File: src/rtl/imm_pkg.sv
// Shared types and opcode constants for the immediate generator.
// Format tags double as the out_fmt encoding seen by downstream decode.
package imm_pkg;

    typedef enum logic [2:0] {
        NONE = 3'd0,
        I    = 3'd1,
        S    = 3'd2,
        B    = 3'd3,
        U    = 3'd4,
        J    = 3'd5,
        SH   = 3'd6
    } imm_fmt_t;

    localparam logic [6:0] OP_LOAD   = 7'h03;
    localparam logic [6:0] OP_IMM    = 7'h13;
    localparam logic [6:0] OP_IMM32  = 7'h1B;
    localparam logic [6:0] OP_JALR   = 7'h67;
    localparam logic [6:0] OP_SYSTEM = 7'h73;
    localparam logic [6:0] OP_STORE  = 7'h23;
    localparam logic [6:0] OP_BRANCH = 7'h63;
    localparam logic [6:0] OP_LUI    = 7'h37;
    localparam logic [6:0] OP_AUIPC  = 7'h17;
    localparam logic [6:0] OP_JAL    = 7'h6F;

endpackage

File: src/rtl/imm_decode.sv
// Combinational RISC-V immediate decode: instruction word -> XLEN immediate + format tag.
// Illegal flag output exists only when IMMGEN_ILLEGAL_EN is defined.
module imm_decode
    import imm_pkg::*;
#(
    parameter int XLEN = 64
) (
    input  logic [31:0]     instr_i,
    output logic [XLEN-1:0] imm_o,
    output imm_fmt_t        fmt_o
`ifdef IMMGEN_ILLEGAL_EN
    ,
    output logic            illegal_o
`endif
);

    logic [6:0]  opcode;
    logic [2:0]  funct3;
    logic        is_shift;
    logic [31:0] imm32;

    assign opcode   = instr_i[6:0];
    assign funct3   = instr_i[14:12];
    assign is_shift = (funct3 == 3'b001) || (funct3 == 3'b101);

    always_comb begin
        fmt_o = NONE;
        imm32 = '0;
        case (opcode)
            OP_LOAD, OP_JALR, OP_SYSTEM: begin
                fmt_o = I;
                imm32 = {{20{instr_i[31]}}, instr_i[31:20]};
            end
            OP_IMM: begin
                if (is_shift) begin
                    fmt_o = SH;
                    imm32 = (XLEN == 64) ? {26'd0, instr_i[25:20]} : {27'd0, instr_i[24:20]};
                end else begin
                    fmt_o = I;
                    imm32 = {{20{instr_i[31]}}, instr_i[31:20]};
                end
            end
            OP_IMM32: begin
                if (is_shift) begin
                    fmt_o = SH;
                    imm32 = {27'd0, instr_i[24:20]};
                end else begin
                    fmt_o = I;
                    imm32 = {{20{instr_i[31]}}, instr_i[31:20]};
                end
            end
            OP_STORE: begin
                fmt_o = S;
                imm32 = {{20{instr_i[31]}}, instr_i[31:25], instr_i[11:7]};
            end
            OP_BRANCH: begin
                fmt_o = B;
                imm32 = {{19{instr_i[31]}}, instr_i[31], instr_i[7], instr_i[30:25],
                         instr_i[11:8], 1'b0};
            end
            OP_LUI, OP_AUIPC: begin
                fmt_o = U;
                imm32 = {instr_i[31:12], 12'd0};
            end
            OP_JAL: begin
                fmt_o = J;
                imm32 = {{11{instr_i[31]}}, instr_i[31], instr_i[19:12], instr_i[20],
                         instr_i[30:21], 1'b0};
            end
            default: begin
                fmt_o = NONE;
                imm32 = '0;
            end
        endcase
    end

    // Shift amounts keep bit 31 clear, so a uniform sign extension zero-extends them.
    generate
        if (XLEN == 64) begin : g_ext64
            assign imm_o = {{32{imm32[31]}}, imm32};
        end else begin : g_ext32
            assign imm_o = imm32;
        end
    endgenerate

`ifdef IMMGEN_ILLEGAL_EN
    // Only the default arm yields NONE, so the tag alone identifies unsupported opcodes.
    assign illegal_o = (fmt_o == NONE);
`endif

endmodule

File: src/rtl/imm_gen_pipe.sv
// Pipelined immediate generator: decode into a 2-entry elastic buffer, 1-cycle latency.
// in_ready depends only on the registered count; optional out_illegal via IMMGEN_ILLEGAL_EN.
module imm_gen_pipe
    import imm_pkg::*;
#(
    parameter int XLEN = 64
) (
    input  logic            clk,
    input  logic            reset_n,
    input  logic            in_valid,
    output logic            in_ready,
    input  logic [31:0]     in_instr,
    output logic            out_valid,
    input  logic            out_ready,
    output logic [XLEN-1:0] out_imm,
    output imm_fmt_t        out_fmt
`ifdef IMMGEN_ILLEGAL_EN
    ,
    output logic            out_illegal
`endif
);

    typedef struct packed {
        logic [XLEN-1:0] imm;
        imm_fmt_t        fmt;
`ifdef IMMGEN_ILLEGAL_EN
        logic            illegal;
`endif
    } entry_t;

    entry_t     dec_entry;
    entry_t     head_q, head_d;
    entry_t     tail_q, tail_d;
    logic [1:0] count_q, count_d;
    logic       push, pop;

    imm_decode #(
        .XLEN (XLEN)
    ) u_decode (
        .instr_i   (in_instr),
        .imm_o     (dec_entry.imm),
        .fmt_o     (dec_entry.fmt)
`ifdef IMMGEN_ILLEGAL_EN
        ,
        .illegal_o (dec_entry.illegal)
`endif
    );

    assign in_ready  = (count_q != 2'd2);
    assign out_valid = (count_q != 2'd0);
    assign push      = in_valid && in_ready;
    assign pop       = out_valid && out_ready;

    // Head register always feeds the outputs; tail holds the second entry when full.
    always_comb begin
        head_d  = head_q;
        tail_d  = tail_q;
        count_d = count_q + {1'b0, push} - {1'b0, pop};
        if (pop && (count_q == 2'd2)) begin
            head_d = tail_q;
        end
        if (push) begin
            if ((count_q == 2'd0) || pop) begin
                head_d = dec_entry;
            end else begin
                tail_d = dec_entry;
            end
        end
    end

    always_ff @(posedge clk or negedge reset_n) begin
        if (!reset_n) begin
            head_q  <= '0;
            tail_q  <= '0;
            count_q <= 2'd0;
        end else begin
            head_q  <= head_d;
            tail_q  <= tail_d;
            count_q <= count_d;
        end
    end

    assign out_imm = head_q.imm;
    assign out_fmt = head_q.fmt;
`ifdef IMMGEN_ILLEGAL_EN
    assign out_illegal = head_q.illegal;
`endif

endmodule

File: config.mk
export PLATFORM = sky130hd
export DESIGN_NAME = imm_gen_pipe
export DESIGN_NICKNAME = d
export VERILOG_FILES = /design/src/rtl/imm_pkg.sv /design/src/rtl/imm_decode.sv /design/src/rtl/imm_gen_pipe.sv
export SDC_FILE = /design/constraint.sdc
export NUM_CORES = 1
export LEC_CHECK = 0
export CORE_MARGIN = 4
export CORE_UTILIZATION = 50
export CTS_BUF_LIST = sky130_fd_sc_hd__clkbuf_8
export DETAILED_ROUTE_END_ITERATION = 10
export PLACE_DENSITY = 0.79
export SYNTH_ARGS = -nofsm -noshare
export SYNTH_HDL_FRONTEND = slang
export SYNTH_HIERARCHICAL = 1
export SYNTH_SLANG_ARGS = --single-unit
File: constraint.sdc
create_clock -name clk -period 1.58 [get_ports clk]
set_input_delay 0.316 -clock clk [delete_from_list [all_inputs] [get_ports clk]]
set_output_delay 0.316 -clock clk [all_outputs]
set_load 0.005 [all_outputs]
==> metrics.md <==
| Metric | Value |
|---|---|
| Area contributors post-synth | dfrtp_1, mux2_2, mux2_4 |
| Die Area | 0.0160 mm2 |
| WS Path Type | flip-flop to flip-flop |
| GRT overflow | 0 |
| Syn nets | 552 |
| Period utilisation layout | 1.13 |
| Max-cap viol count | 0 |
| Reg-to-reg critical path startpoint | count_q[0] |
| CP most frequent cell | buf_4 |
| Worst R2R Path Depth | 6 |
| # fillers | 926 |
| CTS buffer count | 17 |
| Pin count of the biggest net entering global routing | 55 |
| Layout Cells excl Fill | 860 |
| FF+latch area | 0.00340 mm2 |
| Vias per cell | 5.45 |
| Root cell of the clock tree | clkbuf_8 |
| DR top layer | met4 |
| Setup TNS | -11.46 ns |
| Vias in the first global route | 5006 |
| Ratio of cells with drive above 1 in the final layout | 0.510 |
| RSZ-0062 raised after global routing | yes |
| TritonRoute pass-1 iters | 5 |
| CTS sink cnt | 136 |
| Drt total wl | 17700 um |
| Port-buffer cells | 104 |
| Crit path time final | 1.78 ns |
| CP startpoint kind | flip-flop |
| Dpl cells | 778 |
| Setup crit start | count_q[0] |
| Largest area contributor in the netlist | dfrtp_1 |
| YS warnings | 6 |
| Initial antenna violation count | 0 |
| CP endpoint | out_imm[41] |
| Antenna Nets Post-Route | 0 |
| Worst Hold Class | primary input to asynchronous set/reset pin |
| Fmax | 0.562 GHz |
| Worst path max stage delay | 0.39 ns |
| Post-synth EDFFs | 0 |
| Final setup viols | 92 |
| Syn Area/Cell | 13.6 um2 |
| Longest Clk Path Bufs | 2 |
| Die Ht | 126 um |
| Final nets | 708 |
| Critical Path Slowest Stage Cell | dfrtp_1 |
| Max IR drop VDD | 0.763 mV |
| Met3 WL post-DR | 915 um |
| Outcome | finished, violations left |
| Starting Density | 0.520 |
| Via Count | 4683 |
| Top FF cell, synth | dfrtp_1 |
| Critical path depth | 6 |
| CP max FO | 18 |
| Synthesis-to-finish area growth | 38.2% |
| CTS tree | done |
| WL per Instance | 20.6 um |
| Multi-input gate area | 0.00362 mm2 |
| Gpl congestion | 0.875 |
| WHS | 0.290 ns |
| P per Cell Area | 1130 mW/mm2 |
| IO Count | 105 |
| Ant. Diodes | 0 |
| Mapped Area | 0.00700 mm2 |
| Rel. slew slack | 0.680 |
| Worst-margin pin slew | 0.479 ns |
| H-tree levels | 4 |
| M1 wire length | 8000 um |
| Distinct cells, synth | 53 |
| Worst path top cell family by delay | buffers and inverters |
| Most frequent cell after synthesis | mux2_2 |
| Slew Viols, Final | 0 |
| Gate Count Post-Synth | 515 |
| Worst-path cell chain | buf_4 -> or2_1 -> buf_4 -> a21bo_4 -> buf_12 -> mux2_4 |
| Lkg Pwr | 5.41 nW |
| Final Hold Vio Count | 0 |
| Register area share after synthesis | 0.486 |
| Top cells by count, synth | mux2_2, dfrtp_1, buf_4, mux2_1, mux2_4 |
| Crit. End Element | flip-flop |
| WP buf/inv | 3 |
| Synthesis-stage register bit count | 136 |
| Arrival @ worst endpoint | 2.12 ns |
| Reg2reg end | out_imm[41] |
| WP data required | 1.92 ns |
| All-layer global routing usage | 0.209 |
| Clk_lat worst skew | 0.45 ns |
| Total Power | 0.0109 W |
| Chip width | 126 um |
| Clock-pin slew on the worst setup and hold paths | 0.08 ns |
| DR iter-0 viols | 199 |
| Clock skew | 0.00761 ns |
| Violated checks | negative setup slack |
| Fraction of registers with async set/reset | 1.00 |
| Placed wire-length estimate | 9950 um |
| Row cnt | 42 |
| Met2 routed WL | 8590 um |
| Post-route DRC | 0 |
| Core Box Area | 0.0135 mm2 |
| Final worst slack | -0.198 ns |
| Reg2Reg Setup Slack | -0.20 ns |
| First-pass GRT wire length | 26500 um |
| Synth top area share | 0.486 |
per-stage QoR:
step	utilization	setup WS, ns	cell area (um2)
6_report	0.719	-0.198	9680
5_1_grt	0.719	-0.244	9680
4_1_cts	0.674	-0.154	9070
3_5_place_dp	0.617	-0.933	8300
3_3_place_gp	0.617	-0.935	8300
2_1_floorplan	-	-0.350	7060
worst min-delay path by stage:
stage,startpoint,endpoint,depth (start not counted)
6_report,reset_n,out_imm[63],2
5_1_grt,reset_n,tail_q[46],2
4_1_cts,reset_n,out_imm[63],2
3_5_place_dp,reset_n,tail_q[46],1
3_3_place_gp,reset_n,out_imm[43],1
2_1_floorplan,reset_n,count_q[0],0
repair_timing:
item | CTS | global route
pin swaps | 13 | 9
buffers inserted | 28 | 4
resized for setup | 141 | 95
gates cloned | 7 | 11
endpoints found under the hold margin | 100 | 0
hold buffers | 1 | 0
setup endpoints to repair | 204 | 137
area by class of cell:
class                   count  area share
inverters                   4     0.00181
flip-flops and latches    136       0.352
clock inverters            15      0.0158
multi-input cells         317       0.374
repair buffers            195       0.209
clock buffers              17      0.0242
well taps                 176      0.0228
registers in the layout, indices dropped and copies added (netlist names):
signal   cells
out_imm     64
count_q      2
out_fmt      3
tail_q      67
cell families (layout without fill, tap and decap cells):
| kind of cell | count (synthesis) | in the layout | synth area share |
|---|---|---|---|
| mux | 203 | 203 | 0.342 |
| flops | 136 | 136 | 0.486 |
| simple gates | 76 | 76 | 0.0622 |
| buf+inv | 66 | 231 | 0.0670 |
| compound gates | 33 | 37 | 0.0407 |
| fa+ha+maj | 1 | 1 | 0.00179 |
per-layer routing:
metal / GRT usage / vias up
met4: 0.0498 / 0
met1: 0.273 / 2416
met5: 0 / -
met2: 0.343 / 113
met3: 0.0673 / 18
li1: - / 2136
cell usage in the layout (no fill, tap or decap), types with 3 or more instances in the layout:
cell             count
dfrtp_1            135
mux2_4             106
dlygate4sd2_1       69
mux2_2              67
buf_4               53
mux2_1              28
clkdlybuf4s50_1     24
nand2_1             18
clkbuf_8            17
buf_6               13
nand2_2             11
buf_12              11
clkbuf_16            9
a21o_1               8
buf_2                7
clkinvlp_4           5
o21a_4               5
and2_1               5
nand3_1              4
clkinv_2             4
nor3_1               4
a22o_1               4
nand4_1              3
buf_16               3
nor2b_1              3
inv_1                3
power breakdown:
group / switching [W] / internal (W) / leakage, nW
sequential: 0.000247 / 0.00392 / 1.88
clock: 0.00142 / 0.00140 / 0.184
combinational: 0.00161 / 0.00235 / 3.35
Note: power is estimated with default switching activity, not from simulation.
